`config.mk`:
```
export PLATFORM = sky130hd
export DESIGN_NAME = regfile_wb_arbiter
export DESIGN_NICKNAME = d
export VERILOG_FILES = /design/src/rtl/regfile_wb_arbiter.sv
export SDC_FILE = /design/constraint.sdc
export NUM_CORES = 1
export LEC_CHECK = 0
export CORE_MARGIN = 2
export CORE_UTILIZATION = 44
export DETAILED_ROUTE_END_ITERATION = 6
export GPL_TIMING_DRIVEN = 0
export PLACE_DENSITY = 0.8
export SYNTH_ARGS = -nofsm -noshare
export SYNTH_HDL_FRONTEND = slang
export SYNTH_SLANG_ARGS = --single-unit
```
`constraint.sdc`:
```
create_clock -name clk -period 2 [get_ports clk]
set_input_delay 0.4 -clock clk [delete_from_list [all_inputs] [get_ports clk]]
set_output_delay 0.4 -clock clk [all_outputs]
set_load 0.05 [all_outputs]
```
`src/rtl/regfile_wb_arbiter.sv`:
```
// rtl/regfile_wb_arbiter.sv - register-file writeback arbiter (ALU vs load) with pending-write scoreboard
// Define WB_RR_ARB_EN for round-robin arbitration; default build is fixed priority with A winning.
module regfile_wb_arbiter (
  input  logic        clk,
  input  logic        reset,
  input  logic        a_valid,
  input  logic [4:0]  a_regnum,
  input  logic [31:0] a_data,
  output logic        a_ready,
  input  logic        b_valid,
  input  logic [4:0]  b_regnum,
  input  logic [31:0] b_data,
  output logic        b_ready,
  output logic        writeenable,
  output logic [4:0]  wr_regnum,
  output logic [31:0] wr_data,
  input  logic        rsv_en,
  input  logic [4:0]  rsv_regnum,
  input  logic [4:0]  rd1_regnum,
  input  logic [4:0]  rd2_regnum,
  output logic        rd1_pending,
  output logic        rd2_pending
);

  logic        a_wins;
  logic        grant_a;
  logic        grant_b;
  logic [31:0] pending;
  logic [31:0] pending_next;

`ifdef WB_RR_ARB_EN
  logic favor_b;

  // After a contested grant the pointer moves to the requester that lost.
  always_ff @(posedge clk) begin
    if (reset) begin
      favor_b <= 1'b0;
    end else if (a_valid && b_valid) begin
      favor_b <= grant_a;
    end
  end

  assign a_wins = !favor_b;
`else
  assign a_wins = 1'b1;
`endif

  assign grant_a = !reset && a_valid && (!b_valid || a_wins);
  assign grant_b = !reset && b_valid && (!a_valid || !a_wins);
  assign a_ready = grant_a;
  assign b_ready = grant_b;

  // Writes to r0 are accepted but never reach the register file.
  always_ff @(posedge clk) begin
    if (reset) begin
      writeenable <= 1'b0;
      wr_regnum   <= 5'd0;
      wr_data     <= 32'd0;
    end else begin
      writeenable <= (grant_a && (a_regnum != 5'd0)) || (grant_b && (b_regnum != 5'd0));
      if (grant_a) begin
        wr_regnum <= a_regnum;
        wr_data   <= a_data;
      end else if (grant_b) begin
        wr_regnum <= b_regnum;
        wr_data   <= b_data;
      end
    end
  end

  // Clear on commit first, then set, so a reservation on the commit edge survives.
  always_comb begin
    pending_next = pending;
    if (writeenable) begin
      pending_next[wr_regnum] = 1'b0;
    end
    if (rsv_en) begin
      pending_next[rsv_regnum] = 1'b1;
    end
    pending_next[0] = 1'b0;
  end

  always_ff @(posedge clk) begin
    if (reset) begin
      pending <= 32'd0;
    end else begin
      pending <= pending_next;
    end
  end

  assign rd1_pending = pending[rd1_regnum];
  assign rd2_pending = pending[rd2_regnum];

endmodule

```
==> out/metrics.yaml, run 1 <==
placement:
  placedCellCount: 673
  finalWeightedCongestion: 0.8536
  detailed_place_hpwl_um: 8824
  placement.io_buffers: 128
  place_worst_setup_slack_ns: -0.9853
synthesis:
  synth-edff-count: 0
  synthesis.nets: 537
  synth.yosys.warnings: 0
  yosys.area.top_type: "sky130_fd_sc_hd__dfxtp_1"
  ys_async_rst_share_pct: 0
  synthFlopType: "sky130_fd_sc_hd__dfxtp_1"
  synth.most_common_cell: "sky130_fd_sc_hd__nor2_1"
  synth_cells: 443
  ys_types: 28
  synth.area.top_cells: "sky130_fd_sc_hd__dfxtp_1, sky130_fd_sc_hd__mux2i_1, sky130_fd_sc_hd__a21oi_1"
  synth_area_per_cell_um2: 8.001
  synth-seq-cells: 69
  synthesis.area_um2: 3545
  ys_seq_area_share_pct: 38.97
  synth_largest_type_area_fraction_pct: 38.97
  post_synth_most_frequent_cells: "sky130_fd_sc_hd__nor2_1, sky130_fd_sc_hd__a21oi_1, sky130_fd_sc_hd__dfxtp_1"
setup_path:
  worst-endpoint-arrival_ns: 1.70
  critical_path.slowest_cell: "sky130_fd_sc_hd__mux4_2"
  critPathBufInv: 1
  cell_breakdown_of_the_critical_path: "mux4_2 > nand2b_4 > o211ai_1 > nand4_1 > buf_6"
  crit_end_category: "output port"
  critical_path.max_stage_delay_ns: 0.46
  cp.required_ns: 1.60
  timing.critical_path.from_type: "flip-flop"
  cp_max_fo: 3
  worstSetupPathType: "reg2out"
  critPathTopFamily: "multiplexers"
worst_hold_path:
  worstHoldPathType: "reg2reg"
global_routing:
  grt_start_max_net_pins: 11
  via_count_of_the_first_global_routing_pass: 3806
  grt.total_usage_pct: 26.75
  gr-total-overflow: 0
  wire_length_of_the_first_global_routing_pass_um: 18350
  antenna_found_initial: 0
timing:
  final-hold-violation-count: 0
  final_max_slew_viol_count: 0
  fin_worst_skew_ns: 0.007209
  worst_tran_pin_value_ns: 1.063
  layout_min_cycle_time_ns: 2.100
  fmax_mhz: 476.2
  timing.final.setup_violations: 2
  rsz0062_at_grt: "true"
  max-slew-margin-rel_pct: 28.95
  layout_worst_path_cycle_share_pct: 105.0
  layout_setup_ws_ns: -0.1001
  fin_worst_hold_slack_ns: 0.4953
floorplanning:
  die-height_um: 93.76
  full_die_area_um2: 8790
  core_region_area_um2: 7767
  floorplan.io_pins: 136
  effective_utilization_at_floorplan_pct: 45.63
  num_rows: 32
  die_width_um: 93.76
run_status:
  failed_checks: "setup timing"
  status: "finished, violations left"
pwr:
  combinationalPowerShare_pct: 26.1
  pwr_density_cell_nw_per_um2: 643.6
  vdd_ir_drop_max_mv: 0.6042
  power.sequential.fraction_pct: 44.1
  total_switching_power_uw: 1022
  totalPowerFinal_uw: 3339
  clockPowerShare_pct: 29.8
  intPower_uw: 2317
  switching_share_of_power_pct: 30.61
  leakagePower_uw: 0.002021
clocking:
  clock_sinks: 69
  tritoncts_buffer_count: 9
  clock_tree_from_tritoncts: "yes"
  worstSkewPairLatency_ns: 0.34
  cts_max_path_buffers: 2
  cts_htree_levels: 3
  clk_root_buffer_cell: "sky130_fd_sc_hd__clkbuf_8"
  clk_pin_slew_ns: 0.07
  post_cts_hold_buffer_count: 0
detailed_routing:
  drt_drc_violations_left: 0
  routed-via-count: 3883
  routed_wire_length_per_instance_um: 16.87
  antenna_violating_nets_post_route: 0
  viasPerCell: 5.636
  drtPass1Iterations: 7
  initialDrtViolationCount: 154
  drt_wl_total_um: 11630
final_layout:
  final_layout_size_suffix_gt1_share_pct: 7.155
  n_fill_cell: 639
  final_cell_count_no_fill: 689
  final_util_pct: 66.78
  synthToLayoutAreaGrowth_pct: 46.35
  final_nets: 678
  diodes: 0
run:
  maxCapViolCount: 0
tightest hold or removal path: cells and delay by family (launching register included):
kind / cells / cell delay [ns]
compound gates: 2 / 0.13
flops: 1 / 0.32
power groups by stage:
stage | sequential [uW] | combinational, uW | clock (uW)
floorplan | 1670 | 315 | 0
global placement | 1500 | 849 | 0
CTS | 1470 | 868 | 1010
detailed placement | 1500 | 861 | 0
global route | 1480 | 925 | 1070
finish | 1470 | 871 | 995
through the flow:
| stage | setup TNS, ns | area (um2) |
|---|---|---|
| finish | -0.1833 | 5187 |
| global route | -0.2826 | 5187 |
| CTS | -0.2007 | 5185 |
| detailed placement | -3.233 | 4996 |
| global placement | -2.492 | 4996 |
| floorplan | -0.1995 | 3587 |
layout make-up:
class | count | area [um2] | share of cell area, %
Buffer | 31 | 166.4 | 3.208
Multi-Input combinational cell | 341 | 2044 | 39.41
Sequential cell | 69 | 1385 | 26.70
Timing Repair Buffer | 130 | 1291 | 24.89
Tap cell | 102 | 127.6 | 2.460
Inverter | 2 | 7.507 | 0.1447
Clock inverter | 2 | 10.01 | 0.1930
Clock buffer | 12 | 155.1 | 2.991
layer usage:
metal	global-route usage (%)	up-vias	part of all wire, %
met4	10.75	0	2.4
met3	8.668	27	11
li1	-	1828	-
met5	0	-	0
met2	46.67	218	49
met1	30.00	1810	37
repair_timing:
action / CTS / global route
gates cloned: 0 / 0
gates resized for setup: 29 / 2
buffers inserted: 2 / 0
setup endpoints to repair: 6 / 2
pin swaps: 1 / 1
sequential cells by signal (all words and copies together), names as in the netlist:
register     flops
writeenable      1
pending         31
wr_regnum        5
wr_data         32
worst paths after layout:
path,slack [ns],depth (start not counted),startpoint,end
setup / recovery,-0.10,5,pending[7],rd1_pending
hold / removal,0.50,2,pending[22],pending[22]
setup reg to reg,0.44,4,wr_regnum[3],pending[10]
hold reg to reg,0.50,2,pending[22],pending[22]
kinds of logic (layout without fill, tap and decap cells):
| group | Yosys count | after routing | synth area share [%] |
|---|---|---|---|
| AO/OA/AOI/OAI | 117 | 117 | 17.30 |
| buffers and inverters | 33 | 177 | 3.918 |
| flip-flops | 69 | 69 | 38.97 |
| multiplexers | 61 | 61 | 19.34 |
| AND/OR/NAND/NOR | 163 | 163 | 20.47 |
layout by cell type, fill, tap and decap left out, types with 3 or more instances in the layout:
cell type	netlist	layout
sky130_fd_sc_hd__nand2_1	39	39
sky130_fd_sc_hd__nand3b_1	5	5
sky130_fd_sc_hd__dfxtp_2	0	3
sky130_fd_sc_hd__buf_6	0	4
sky130_fd_sc_hd__buf_1	3	3
sky130_fd_sc_hd__a21oi_1	74	74
sky130_fd_sc_hd__buf_4	2	4
sky130_fd_sc_hd__clkbuf_8	0	11
sky130_fd_sc_hd__nor2_1	83	83
sky130_fd_sc_hd__nor3b_1	5	4
sky130_fd_sc_hd__mux4_2	6	6
sky130_fd_sc_hd__clkbuf_1	20	19
sky130_fd_sc_hd__nand3_1	10	10
sky130_fd_sc_hd__dlygate4sd2_1	0	7
sky130_fd_sc_hd__nor2b_1	5	5
sky130_fd_sc_hd__clkdlybuf4s50_1	0	118
sky130_fd_sc_hd__dfxtp_1	69	66
sky130_fd_sc_hd__mux2i_1	55	55
sky130_fd_sc_hd__a22oi_1	4	4
sky130_fd_sc_hd__o21ai_0	33	33
(Power assumes the default switching activity.)
==> inputs of run 2 (changes only) <==
--- a/config.mk
+++ b/config.mk
@@ -5,11 +5,14 @@
 export SDC_FILE = /design/constraint.sdc
 export NUM_CORES = 1
 export LEC_CHECK = 0
+export ABC_AREA = 1
 export CORE_MARGIN = 2
 export CORE_UTILIZATION = 44
+export CTS_CLUSTER_DIAMETER = 30
 export DETAILED_ROUTE_END_ITERATION = 6
 export GPL_TIMING_DRIVEN = 0
-export PLACE_DENSITY = 0.8
+export PLACE_DENSITY = 0.81
+export SETUP_SLACK_MARGIN = 0.2
 export SYNTH_ARGS = -nofsm -noshare
 export SYNTH_HDL_FRONTEND = slang
 export SYNTH_SLANG_ARGS = --single-unit
==> out/metrics.yaml, run 2 <==
final_layout:
  most_frequent_cells_in_the_layout: "sky130_fd_sc_hd__nand2_1, sky130_fd_sc_hd__clkdlybuf4s50_1, sky130_fd_sc_hd__nand3_1, sky130_fd_sc_hd__dfxtp_1, sky130_fd_sc_hd__a21oi_1"
  synthToLayoutAreaGrowth_pct: 52.91
  final_layout_size_suffix_gt1_share_pct: 14.41  # +7.3 points
  reg.largest.list: "wr_data (32), pending (31), wr_regnum (5)"
  largest_register_ffs: 32  # unchanged
  n_fill_cell: 684  # +7.0%
  diodes: 0  # unchanged
  final_nets: 763  # +13%
  mostFrequentLayoutCell: "sky130_fd_sc_hd__nand2_1"
  final_cell_count_no_fill: 775  # +12%
  max_flop_register: "wr_data"
synthesis:
  synth_cells: 518  # +17%
  ys_async_rst_share_pct: 0  # unchanged
  synth_largest_type_area_fraction_pct: 39.90  # +0.93 points
  synthesis.area_um2: 3462  # -2.3%
  synthesis.nets: 612  # +14%
  post_synth_most_frequent_cells: "sky130_fd_sc_hd__nand2_1, sky130_fd_sc_hd__dfxtp_1, sky130_fd_sc_hd__nand3_1"
  ys_seq_area_share_pct: 39.90  # +0.93 points
  yosys.area.top_type: "sky130_fd_sc_hd__dfxtp_1"
  synth-edff-count: 0  # unchanged
  synthFlopType: "sky130_fd_sc_hd__dfxtp_1"
  synth.yosys.warnings: 0  # unchanged
  ys_types: 20  # -29%
  synth_area_per_cell_um2: 6.684  # -16%
  synth.most_common_cell: "sky130_fd_sc_hd__nand2_1"
  synth.area.top_cells: "sky130_fd_sc_hd__dfxtp_1, sky130_fd_sc_hd__nand2_1, sky130_fd_sc_hd__nand3_1"
  synth-seq-cells: 69  # unchanged
worst_hold_path:
  worst_hold_startpoint: "wr_data[19]"
  whs_path_depth: 2  # unchanged
  worstHoldPathType: "reg2reg"
  min_delay_worst_endpoint: "wr_data[19]"
timing:
  worst_tran_pin_value_ns: 0.8386  # -0.2249 ns
  layout_setup_ws_ns: 0.1183  # +0.2184 ns
  final-hold-violation-count: 0  # unchanged
  max-slew-margin-rel_pct: 43.67  # +15 points
  layout_worst_path_cycle_share_pct: 94.09  # -11 points
  rsz0062_at_grt: "true"
  timing.final.setup_violations: 0  # -2
  final_max_slew_viol_count: 0  # unchanged
  layout_min_cycle_time_ns: 1.882  # -0.2184 ns
  fmax_mhz: 531.4  # +12%
  fin_worst_skew_ns: 0.005492  # -0.001717 ns
clocking:
  clk_pin_slew_ns: 0.07  # about the same
  tritoncts_buffer_count: 9  # unchanged
  clock_sinks: 69  # unchanged
  cts_max_path_buffers: 2  # unchanged
  cts_htree_levels: 3  # unchanged
  worstSkewPairLatency_ns: 0.35  # about the same
  clk_root_buffer_cell: "sky130_fd_sc_hd__clkbuf_8"
  clock_tree_from_tritoncts: "yes"
global_routing:
  grt_start_max_net_pins: 12  # +1
  via_count_of_the_first_global_routing_pass: 4103  # +7.8%
  antenna_found_initial: 0  # unchanged
  gr-total-overflow: 0  # unchanged
  grt.total_usage_pct: 29.09  # +2.3 points
  met3_usage_pct: 8.788  # +0.12 points
  busiest_layer: "met2"
  grt.met2_usage_pct: 50.85  # +4.2 points
  wire_length_of_the_first_global_routing_pass_um: 19440  # +5.9%
  global_routing_usage_on_met1_pct: 30.80  # +0.80 points
floorplanning:
  num_rows: 32  # unchanged
  die_width_um: 92.71  # -1.1%
  floorplan.io_pins: 136  # unchanged
  die-height_um: 92.71  # -1.1%
  core_region_area_um2: 7687  # -1.0%
  full_die_area_um2: 8594  # -2.2%
  effective_utilization_at_floorplan_pct: 45.04  # -0.60 points
setup_path:
  cp_max_fo: 8  # +5
  crit_end_category: "output port"
  worst-endpoint-arrival_ns: 1.48  # -0.22 ns
  timing.reg2reg.worst_path_depth: 3  # -1
  timing.critical_path.from_type: "input pin"
  reg2reg_slack_ns: 0.70  # +0.26 ns
  worstSetupPathType: "in2out"
  regToRegStartpoint: "wr_regnum[0]"
  reg2reg_to: "pending[15]"
  cp.required_ns: 1.60  # about the same
detailed_routing:
  initialDrtViolationCount: 289  # +88%
  routed_wire_length_per_instance_um: 16.22  # -3.9%
  drtPass1Iterations: 5  # -2
  drt_wl_total_um: 12570  # +8.1%
  viasPerCell: 5.462  # -3.1%
  antenna_violating_nets_post_route: 0  # unchanged
  drt_drc_violations_left: 0  # unchanged
  routed-via-count: 4233  # +9.0%
placement:
  place_worst_setup_slack_ns: -0.8550  # +0.1303 ns
  detailed_place_hpwl_um: 9495  # +7.6%
  finalWeightedCongestion: 0.9799  # +15%
  placedCellCount: 751  # +12%
  placement.io_buffers: 131  # +2.3%
pwr:
  pwr_density_cell_nw_per_um2: 656.5  # +2.0%
  vdd_ir_drop_max_mv: 0.4266  # -29%
  leakagePower_uw: 0.002154  # +6.6%
run:
  maxCapViolCount: 0  # unchanged
run_status:
  status: "completed"
==> run 2: worst max-delay path by stage <==
stage | startpoint | to | slack (ns) | cells past startpoint
global route | rd1_regnum[0] | rd1_pending | 0.06 | 12
floorplan | rd1_regnum[0] | rd1_pending | 0.22 | 11
finish | rd1_regnum[0] | rd1_pending | 0.12 | 12
CTS | pending[31] | rd1_pending | 0.20 | 9
detailed placement | reset | b_ready | -0.85 | 6
global placement | reset | b_ready | -0.87 | 6
==> run 2: power by group <==
| part | internal, uW | switching [uW] |
|---|---|---|
| sequential | 1430 | 40.9 |
| combinational | 342 | 502 |
| clock | 633 | 527 |
==> run 2: timing repair <==
action                                  4_1_cts  5_1_grt
hold buffers                                  0        0
pin swaps                                     5       12
gates resized for setup                     117       27
endpoints found under the setup margin       42        4
setup buffers                                 6        1
cloned                                        2        0
==> run 2: worst max-delay path, cell delays in order <==
cell and delay, ns:
sky130_fd_sc_hd__buf_6 0.13, sky130_fd_sc_hd__inv_8 0.07, sky130_fd_sc_hd__buf_6 0.12, sky130_fd_sc_hd__nand2_1 0.05
sky130_fd_sc_hd__nand3_1 0.12, sky130_fd_sc_hd__nand3_2 0.09, sky130_fd_sc_hd__nand2_2 0.09, sky130_fd_sc_hd__nand2_1 0.05
sky130_fd_sc_hd__nand2_1 0.08, sky130_fd_sc_hd__nand2_1 0.07, sky130_fd_sc_hd__nand2_2 0.08, sky130_fd_sc_hd__buf_8 0.14
==> run 2: logic make-up (layout without fill, tap and decap cells) <==
| logic type | Yosys count | in the layout | synth area share (%) |
|---|---|---|---|
| simple gates | 277 | 277 | 33.72 |
| compound gates | 118 | 118 | 19.01 |
| buf+inv | 54 | 209 | 7.372 |
| flops | 69 | 69 | 39.90 |
==> run 2: area by class of cell <==
class	count	area, um2	area share [%]
clock inverter	4	47.55	0.8981
multi-input combinational	395	1896	35.81
inverter	29	126.4	2.387
sequential	69	1404	26.52
buffer	25	198.9	3.758
tap	102	127.6	2.411
clock buffer	11	151.4	2.860
timing repair buffer	140	1343	25.36
==> run 2: routing by layer <==
metal  part of all wire (%)  vias up
met5                      0        -
met4                    5.5        0
met3                    8.9       59
met2                     49      220
met1                     36     1901
li1                       -     2053
==> run 2: metrics by stage <==
step	TNS, ns	hold WS, ns	area (um2)	util [%]	total power, uW
after floorplan	0	0.4496	3467	-	1937
after global placement	-5.628	0.4512	4906	63.82	2314
after detailed placement	-6.348	0.4585	4906	63.82	2325
after CTS	0	0.4671	5207	67.74	3456
after global routing	0	0.4872	5294	68.86	3586
final	0	0.4658	5294	68.86	3476
